===== config.mk =====
export PLATFORM = sky130hd
export DESIGN_NAME = omsp_spm_cmd_seq
export DESIGN_NICKNAME = d
export VERILOG_FILES = /design/src/rtl/omsp_spm_cmd_seq.sv
export SDC_FILE = /design/constraint.sdc
export NUM_CORES = 1
export LEC_CHECK = 0
export CAP_MARGIN = 40
export CELL_PAD_IN_SITES_DETAIL_PLACEMENT = 0
export CELL_PAD_IN_SITES_GLOBAL_PLACEMENT = 1
export CORE_UTILIZATION = 25
export CTS_BUF_LIST = sky130_fd_sc_hd__clkbuf_8
export CTS_CLUSTER_DIAMETER = 60
export DETAILED_ROUTE_END_ITERATION = 10
export PLACE_DENSITY = 0.64
export REMOVE_ABC_BUFFERS = 1
export SLEW_MARGIN = 20
export SYNTH_ARGS = -nofsm -noshare
export SYNTH_HDL_FRONTEND = slang
export SYNTH_SLANG_ARGS = --single-unit

===== constraint.sdc =====
create_clock -name mclk -period 4.3 [get_ports mclk]
set_input_delay 0.43 -clock mclk [delete_from_list [all_inputs] [get_ports mclk]]
set_output_delay 0.43 -clock mclk [all_outputs]
set_load 0.005 [all_outputs]

===== src/rtl/omsp_spm_cmd_seq.sv =====
// Sequencer for Sancus SPM protect/unprotect/verify commands: issues control-array
// strobes, checks the violation flag and streams the derived key into the array.
module omsp_spm_cmd_seq #(
  parameter int unsigned KEY_IDX_SIZE = 3,
  parameter int unsigned KD_TIMEOUT   = 255
) (
  input  logic                    mclk,
  input  logic                    puc_rst,
  input  logic                    cmd_valid,
  output logic                    cmd_ready,
  input  logic [1:0]              cmd_op,
  input  logic                    violation,
  output logic                    update_spm,
  output logic                    enable_spm,
  output logic                    disable_spm,
  output logic                    verify_spm,
  output logic                    kd_start,
  input  logic                    kd_valid,
  input  logic [15:0]             kd_word,
  output logic                    kd_ready,
  output logic                    write_key,
  output logic [15:0]             key_in,
  output logic [KEY_IDX_SIZE-1:0] key_idx,
  output logic                    busy,
  output logic                    done,
  output logic [1:0]              status
);

  typedef enum logic [2:0] {IDLE, STROBE, CHECK, KD_START, KD_WAIT, DONE} state_t;

  localparam logic [1:0] OP_PROT   = 2'b00;
  localparam logic [1:0] OP_UNPROT = 2'b01;
  localparam logic [1:0] OP_VERIFY = 2'b10;
  localparam logic [1:0] OP_ILL    = 2'b11;

  localparam logic [1:0] ST_OK   = 2'b00;
  localparam logic [1:0] ST_VIOL = 2'b01;
  localparam logic [1:0] ST_ILL  = 2'b10;
  localparam logic [1:0] ST_TO   = 2'b11;

  localparam logic [KEY_IDX_SIZE:0] LAST_WORD = {1'b0, {KEY_IDX_SIZE{1'b1}}};
  localparam logic [31:0]           TO_LIMIT  = 32'(KD_TIMEOUT);
  localparam bit                    TO_EN     = (KD_TIMEOUT != 0);

  state_t                state;
  logic [1:0]            op;
  logic [KEY_IDX_SIZE:0] word_cnt;
  logic [15:0]           to_cnt;
  logic [15:0]           to_cnt_inc;

  assign to_cnt_inc = (to_cnt == 16'hFFFF) ? to_cnt : to_cnt + 16'd1;

  // Strobes, kd_start and done are registered one-cycle pulses set on the
  // transition into the state that owns them.
  always_ff @(posedge mclk or posedge puc_rst) begin
    if (puc_rst) begin
      state       <= IDLE;
      op          <= OP_PROT;
      update_spm  <= 1'b0;
      enable_spm  <= 1'b0;
      disable_spm <= 1'b0;
      verify_spm  <= 1'b0;
      kd_start    <= 1'b0;
      done        <= 1'b0;
      status      <= ST_OK;
      word_cnt    <= '0;
      to_cnt      <= '0;
    end else begin
      update_spm  <= 1'b0;
      enable_spm  <= 1'b0;
      disable_spm <= 1'b0;
      verify_spm  <= 1'b0;
      kd_start    <= 1'b0;
      done        <= 1'b0;
      case (state)
        IDLE: begin
          if (cmd_valid) begin
            op <= cmd_op;
            if (cmd_op == OP_ILL) begin
              state  <= DONE;
              status <= ST_ILL;
              done   <= 1'b1;
            end else begin
              state       <= STROBE;
              status      <= ST_OK;
              update_spm  <= (cmd_op == OP_PROT) || (cmd_op == OP_UNPROT);
              enable_spm  <= (cmd_op == OP_PROT);
              disable_spm <= (cmd_op == OP_UNPROT);
              verify_spm  <= (cmd_op == OP_VERIFY);
            end
          end
        end
        STROBE: state <= CHECK;
        CHECK: begin
          if (violation) begin
            state  <= DONE;
            status <= ST_VIOL;
            done   <= 1'b1;
          end else if (op == OP_PROT) begin
            state    <= KD_START;
            kd_start <= 1'b1;
          end else begin
            state <= DONE;
            done  <= 1'b1;
          end
        end
        KD_START: begin
          state    <= KD_WAIT;
          word_cnt <= '0;
          to_cnt   <= '0;
        end
        KD_WAIT: begin
          // A word arriving in the expiry cycle takes priority over the timeout.
          if (kd_valid) begin
            word_cnt <= word_cnt + 1'b1;
            to_cnt   <= '0;
            if (word_cnt == LAST_WORD) begin
              state <= DONE;
              done  <= 1'b1;
            end
          end else begin
            to_cnt <= to_cnt_inc;
            if (TO_EN && (32'(to_cnt_inc) == TO_LIMIT)) begin
              state  <= DONE;
              status <= ST_TO;
              done   <= 1'b1;
            end
          end
        end
        DONE:    state <= IDLE;
        default: state <= IDLE;
      endcase
    end
  end

  assign cmd_ready = (state == IDLE);
  assign busy      = (state != IDLE);
  assign kd_ready  = (state == KD_WAIT);
  assign write_key = kd_ready & kd_valid;
  assign key_in    = write_key ? kd_word : 16'h0000;
  assign key_idx   = kd_ready ? word_cnt[KEY_IDX_SIZE-1:0] : '0;

endmodule


* After elaboration in Yosys (flattened, before gate mapping)
Cells that the tools add are included.
Cells by class: add/sub/neg operators 2, equal/unequal tests 17, muxes and demuxes 44, bitwise logic cells 1, reductions and logical operators 11
Operator list (count):
- $mux 16 | 3
- $pmux 16 s2 | 1
- $mux 3 | 8
- $mux 1 | 22
- $add 16x1->16 const B | 1
- $eq 16x16->1 const B | 1
- $eq 16x8->1 const B | 1
- $pmux 3 s5 | 1
- $mux 2 | 5
- $ne 2x2->1 const B | 4
- $pmux 4 s2 | 1
- $eq 3x2->1 const B | 2
- $ne 3x2->1 const B | 2
- $pmux 2 s3 | 1
- $reduce_bool 3->1 | 2
- $reduce_and 5->1 | 1
- $add 4x1->4 const B | 1
- $eq 2x2->1 const B | 2
- $eq 4x3->1 const B | 1
- $logic_not 2->1 | 2
- $mux 4 | 1
- $reduce_and 2->1 | 2
- $eq 3x1->1 const B | 1
- $eq 3x3->1 const B | 1
- 8 further kinds | 8
Storage, ports and cells: flip-flop bits (word level) 33, input port bits 23, output and inout port bits 31, word-level logic and storage cells 86

* Depth between registers and ports, before layout
Gate-level depths: netlist of the first run.
depth after elaboration 6, mapped depth 8, mapped depth without buffers 8

* Worst setup path after synthesis of the first run
OpenSTA, ideal clock, no wires.
path type register to register, start register to_cnt[1], end register status[0], setup time 0.077 ns, arrival 1.978 ns, data required time 4.223 ns, setup slack 2.244 ns, cell stages (with the launch flop) 9, path buffers 0, period minus slack after synthesis 2.056 ns, path through dfrtp_1 -> ha_1 -> nand3_2 -> nor4_4 -> and3_1 -> o2111ai_1 -> nor4_2 -> a21oi_1 -> a21oi_1
Between the ends: longest elaborated chain between the ends 5, elaborated cells on any way between the ends 6, classes of those cells 1 x add/sub; 3 x eq/ne; 1 x mux; 1 x reduce/logical
RTL lines:
- start, declared | RTL line 48 | logic [15:0] to_cnt;
- start signal, assigned | RTL line 122 | to_cnt <= to_cnt_inc;
- $add 16x1->16 or $eq 16x16->1 (tied branches) | RTL line 51 | assign to_cnt_inc = (to_cnt == 16'hFFFF) ? to_cnt : to_cnt + 16'd1;
- $mux 16 (*) | RTL line 51
- $eq 16x8->1 (*) | RTL line 123 | if (TO_EN && (32'(to_cnt_inc) == TO_LIMIT)) begin
- $ne 2x1->1 (no line) (*)
- $reduce_and 5->1 (no line) (*)
- end signal, assigned | RTL line 65 | status <= ST_OK;
- end signal, assigned | RTL line 81 | status <= ST_ILL;
- end signal, assigned | RTL line 125 | status <= ST_TO;
- end, declared | RTL line 26 | output logic [1:0] status
Every way passes the cells marked *; elsewhere a longest branch is shown, timed or not. A chain may end at the register's enable or synchronous reset.

* Final worst setup path of the first run
start register state[1], end output key_in[8]
Between the ends: longest elaborated chain between the ends 3
RTL lines:
- start, declared | RTL line 45 | state_t state;
- start signal, assigned | RTL line 57 | state <= IDLE;
- start signal, assigned | RTL line 80 | state <= DONE;
- start signal, assigned | RTL line 84 | state <= STROBE;
- $eq 3x3->1 | RTL line 138 | assign kd_ready = (state == KD_WAIT);
- $and 1x1->1 | RTL line 139 | assign write_key = kd_ready & kd_valid;
- $mux 16 | RTL line 140 | assign key_in = write_key ? kd_word : 16'h0000;
- end, declared | RTL line 22 | output logic [15:0] key_in,
No other way between the ends.

==> results.toml, run 1 <==
[routing]
via_count = 2019
viasPerCell = 4.97
drtIter0Drc = 100
drt_wl_total_um = 5700
routedWlPerCell_um = 14.0
drt_first_pass_iters = 4
drc = 0
antenna_left = 0

[yosys]
synthTopCellsByArea = "dfrtp_1, and3_1, a21oi_1, o21ai_0, nand2_1"
synth_area_per_cell_sq_um = 8.31
ys_seq_area_share_pct = 39.1
synth_edf_count = 0
yosysUniqueCellTypes = 48
netlist.top_cell.by_area = "dfrtp_1"
postSynth.asyncResetShare_pct = 100
synth_ff_type = "dfrtp_1"
synth_common_cells = "dfrtp_1, and3_1, a21oi_1, o21ai_0"
yosysMostFrequentCell = "dfrtp_1"
yosys.area.top_type_share_pct = 39.1
postSynthRegisterBits = 33
syn-cell-area_sq_um = 2110
syn_inst = 254
ys.warnings.count = 0

[global_routing]
grt_antenna_before_repair = 0
grt_max_degree = 34
grt_usage_pct = 13.9
grt_pass1_vias = 1931
grt_first_pass_wirelength_um = 9630
overflow = 0

[setup_path]
crit_path_top_delay_cell = "and2_1"
cp_max_fo = 22
startpoint_type = "flop"
slowest_delay_ns = 0.58
critPathKind = "flop to output port"
arrival_ns = 2.41
worstSetupEndpointType = "output port"
path_cells = "and2b_1 -> and2_1 -> and3_1 -> clkdlybuf4s50_1"
cp.required_ns = 3.87
r2r.worst_path.cells = 8

[clock_tree]
clock-sinks = 33
hold_buffers = 0
clk_pin_slew_ns = 0.08
cts_tree = "built"
h-tree-depth = 2
cts_buffer_depth = 2
cts_made_buffers = 5
cts_resized = 0
cts-root-buf = "clkbuf_8"
postCtsSetupBuffers = 0
insertion_delay_ns = 0.29

[floorplan]
core_sq_um = 8180
initial_core_util_pct = 25.8
die_area_sq_um = 8810
die_x_um = 93.9
ioPinCount = 54
die_h_um = 93.9
row_count = 33

[timing]
fin_crit_ns = 2.84
worst_slack_ns = 1.46
tightest_slew_ns = 0.660
relSlewSlack_pct = 55.9
period_share_pct = 66.0
slew_viol_final = 0
fmax_mhz = 352
rsz0062_at_grt = "no"
worst_hold_slack_ns = 0.540
hold_violations = 0
setup_violations = 0
skew_ns = 0.00740
fin_setup_tns_ns = 0

[place]
finalWeightedCongestion = 0.770
dp.cells = 398
dpl_cell_area_sq_um = 2720
io_buffers = 53
place_ws_ns = 1.58
dp_hpwl_um = 3940

[final_layout]
num_antenna_cells = 0
area_delta_synth_final_pct = 32.7
final_area_sq_um = 2800
final_util_pct = 34.3
final_layout_size_suffix_gt1_share_pct = 5.65
stdcell_count = 406
final_nets = 325

[hold_path]
hp-class = "input pin to asynchronous set/reset pin"

[run_status]
outcome = "completed"

[pwr]
power.density_nw_per_um2 = 443
vdd_drop_max_mv = 0.286
power_leakage_nw = 1.19
power_mw = 1.24

[job]
max-cap-violations = 0
==> logic make-up after synthesis <==
| kind of cell | count (synthesis) | synth area share [%] |
|---|---|---|
| simple gates | 114 | 30.8 |
| flops | 33 | 39.1 |
| mux | 3 | 1.54 |
| fa+ha+maj | 2 | 1.19 |
| buf+inv | 27 | 5.39 |
| xor+xnor | 4 | 1.66 |
| compound gates | 71 | 20.3 |
==> registers in the layout, summed over array words and instances (netlist names) <==
register     flops
status           2
disable_spm      1
state            3
word_cnt         4
verify_spm       1
enable_spm       1
op               2
to_cnt          16
done             1
kd_start         1
update_spm       1
==> cell usage in the layout, fill, tap and decap left out, drive strengths merged, types with 8 or more instances in the layout <==
cell / count
nor3: 8
inv: 11
clkdlybuf4s50: 53
o21ai: 24
and3: 27
nand4: 8
dfrtp: 33
nand2: 20
a21oi: 22
nor2: 20
==> cell type report <==
type,count,area (sq um)
Timing Repair Buffer,56,553
Tap cell,105,131
Sequential cell,33,826
Fill cell,874,5370
Multi-Input combinational cell,194,1170
Inverter,10,37.5
Clock inverter,3,13.8
Clock buffer,5,68.8
==> per-layer routing <==
layer | wire (um) | part of all wire, % | track usage, %
met2 | 2680 | 47 | 21.6
met1 | 2820 | 49 | 19.0
met5 | 0 | 0 | 0
met4 | 35 | 0.61 | 5.51
met3 | 163 | 2.9 | 2.35
==> final timing paths <==
kind | to | start | slack (ns)
worst max-delay path | key_in[8] | state[1]$_DFFE_PP0P_ | 1.46
worst min register to register | status[0]$_DFFE_PP0P_ | status[0]$_DFFE_PP0P_ | 0.54
min in group mclk | status[0]$_DFFE_PP0P_ | status[0]$_DFFE_PP0P_ | 0.54
worst min-delay path | to_cnt[10]$_DFFE_PP0P_ | puc_rst | 0.54
max in group asynchronous | word_cnt[0]$_DFFE_PP0P_ | puc_rst | 3.44
worst max register to register | status[1]$_DFFE_PP0P_ | to_cnt[0]$_DFFE_PP0P_ | 1.71
==> worst max-delay path: cells and delay by family, from the launching register on <==
family	cells	cell delay, ns
simple gates	3	1.14
flops	1	0.46
buf+inv	1	0.51
==> report_power, final <==
part           internal, mW  total, mW  leakage, nW  switching, mW
combinational         0.276      0.551        0.701          0.276
sequential            0.375      0.458        0.443         0.0834
clock                 0.110      0.232       0.0491          0.122
(Power assumes the default switching activity.)
==> run 2, diff against run 1 <==
==> constraint.sdc (replaced) <==
create_clock -name mclk -period 2.8 [get_ports mclk]
set_input_delay 0.28 -clock mclk [delete_from_list [all_inputs] [get_ports mclk]]
set_output_delay 0.28 -clock mclk [all_outputs]
set_load 0.005 [all_outputs]
==> results.toml, run 2 (synthesis results as in run 1) <==
[final_layout]
area_delta_synth_final_pct = 34.5
fillers = 862
final_nets = 328
final_cell_mix = "clkdlybuf4s50_1, dfrtp_1, and3_1, a21oi_1, o21ai_0"
regMostFlops = "to_cnt"
multi_input_area_sq_um = 1170
seq_area_sq_um = 826
final_layout_size_suffix_gt1_share_pct = 7.24
final_common_cell = "clkdlybuf4s50_1"
top_regs = "to_cnt x16, word_cnt x4, state x3"
stdcell_count = 409
largest_register_ffs = 16
num_antenna_cells = 0

[global_routing]
grt_max_degree = 34
gr-usage-met1_pct = 18.5
grt_first_pass_wirelength_um = 9090
grt_use_met3_pct = 2.75
grt_use_met2_pct = 20.7
grt.busiest_layer = "met2"
overflow = 0
grt_pass1_vias = 1830
grt_antenna_before_repair = 0
grt_usage_pct = 13.3

[pwr]
p_sw_share_pct = 38.0
seqPwrFrac_pct = 35.9
vdd_drop_max_mv = 0.462
combPwrFrac_pct = 44.1
p_sw_uw = 745
power.density_nw_per_um2 = 690
power_mw = 1.96
power_leakage_nw = 1.21
intPower_mw = 1.21
p_clk_share_pct = 20.0

[routing]
drtIter0Drc = 133
viasPerCell = 4.96
via_count = 2028
routedWlPerCell_um = 13.7
drt_first_pass_iters = 4
drc = 0
antenna_left = 0
drt_wl_total_um = 5590

[setup_path]
critPathKind = "flop to flop"
cp_max_fo = 10
startpoint_type = "flop"
crit_path_frequent_cell = "a21oi_1"
arrival_ns = 2.76
slowest_delay_ns = 0.50
worstSetupEndpointType = "flop"
cp.required_ns = 3.02
path_cells = "ha_1 -> and3_1 -> nand3_2 -> nor3_1 -> a211oi_1 -> nor4_2 -> a21oi_1 -> a21oi_1"
crit_path_top_delay_cell = "dfrtp_1"

[clock_tree]
cts_buffer_depth = 2
clock-sinks = 33
clk_pin_slew_ns = 0.08
cts-root-buf = "clkbuf_8"
postCtsSetupBuffers = 0
h-tree-depth = 2
insertion_delay_ns = 0.29
cts_tree = "built"
cts_made_buffers = 5

[timing]
fin_crit_ns = 2.54
rsz0062_at_grt = "no"
hold_violations = 0
fmax_mhz = 394
fin_setup_tns_ns = 0
period_share_pct = 90.6
tightest_slew_ns = 0.498
slew_viol_final = 0
setup_violations = 0
skew_ns = 0.0151
relSlewSlack_pct = 66.5

[job]
max-cap-violations = 0

[floorplan]
core_sq_um = 8180
die_h_um = 93.9
die_area_sq_um = 8810
initial_core_util_pct = 25.8
die_x_um = 93.9
row_count = 33
ioPinCount = 54

[place]
io_buffers = 53
dp.cells = 401
finalWeightedCongestion = 0.799
dp_hpwl_um = 4000

[hold_path]
hp-class = "input pin to asynchronous set/reset pin"

[run_status]
outcome = "completed"
run 2: cell types whose count changed in the layout (fill, tap and decap cells not counted), sizes merged:
cell	before	now
buf	3	6
clkbuf	5	6
inv	11	10
run 2: power by group through the flow:
stage	Clock, mW	Combinational (mW)	Sequential (mW)
after CTS	0.403	0.873	0.703
final	0.392	0.864	0.704
after detailed placement	0	0.870	0.709
after global routing	0.423	0.965	0.728
after floorplan	0	0.458	0.683
after global placement	0	0.871	0.711
run 2: final timing paths:
path	start	endpoint	slack, ns	cells past startpoint
min reg2reg	op[0]$_DFFE_PP0P_	op[0]$_DFFE_PP0P_	0.54	1
min in group mclk	op[0]$_DFFE_PP0P_	op[0]$_DFFE_PP0P_	0.54	1
max reg2reg	to_cnt[0]$_DFFE_PP0P_	status[1]$_DFFE_PP0P_	0.26	8
min	puc_rst	to_cnt[2]$_DFFE_PP0P_	0.38	3
max	to_cnt[0]$_DFFE_PP0P_	status[1]$_DFFE_PP0P_	0.26	8
max in group asynchronous	puc_rst	to_cnt[11]$_DFFE_PP0P_	2.08	3
run 2: per-layer routing:
layer	up-vias	share of wire, %	wire, um
li1	1025	-	-
met1	951	48	2690
met2	46	46	2600
met3	6	4.4	247
met4	0	0.89	50
met5	-	0	0
run 2: area by class of cell:
cell class,count,area share [%]
Tap cell,105,4.63
Multi-Input combinational cell,194,41.3
Inverter,10,1.32
Clock buffer,6,2.91
Clock inverter,2,0.485
Timing Repair Buffer,59,20.3
Sequential cell,33,29.1
run 2: timing repair:
| action | CTS | global route |
|---|---|---|
| endpoints found under the setup margin | 0 | 3 |
| hold buffers | 0 | 0 |
| gates resized for setup | 0 | 1 |
run 2: through the flow:
stage | hold slack (ns) | setup slack [ns] | util [%] | cell area, sq um
2_1_floorplan | 0.350 | 0.677 | - | 2030
3_3_place_gp | 0.522 | 0.413 | 33.5 | 2740
3_5_place_dp | 0.524 | 0.303 | 33.5 | 2740
4_1_cts | 0.408 | 0.132 | 34.7 | 2840
5_1_grt | 0.480 | 0.0249 | 34.7 | 2840
6_report | 0.378 | 0.262 | 34.7 | 2840
run 2: worst max-delay path, delay by kind of cell, from the launching register on:
kind	cells	cell delay (ns)
flip-flops	1	0.50
AO/OA/AOI/OAI	3	0.42
adder cells (fa/ha/maj)	1	0.36
AND/OR/NAND/NOR	4	1.17
==> run 3, diff against run 2 <==
--- a/config.mk
+++ b/config.mk
@@ -18,3 +18,4 @@
 export SYNTH_ARGS = -nofsm -noshare
 export SYNTH_HDL_FRONTEND = slang
 export SYNTH_SLANG_ARGS = --single-unit
+export TNS_END_PERCENT = 20
==> results of run 3 <==
No change in the layout: final DEF, timing and power equal those of run 2.
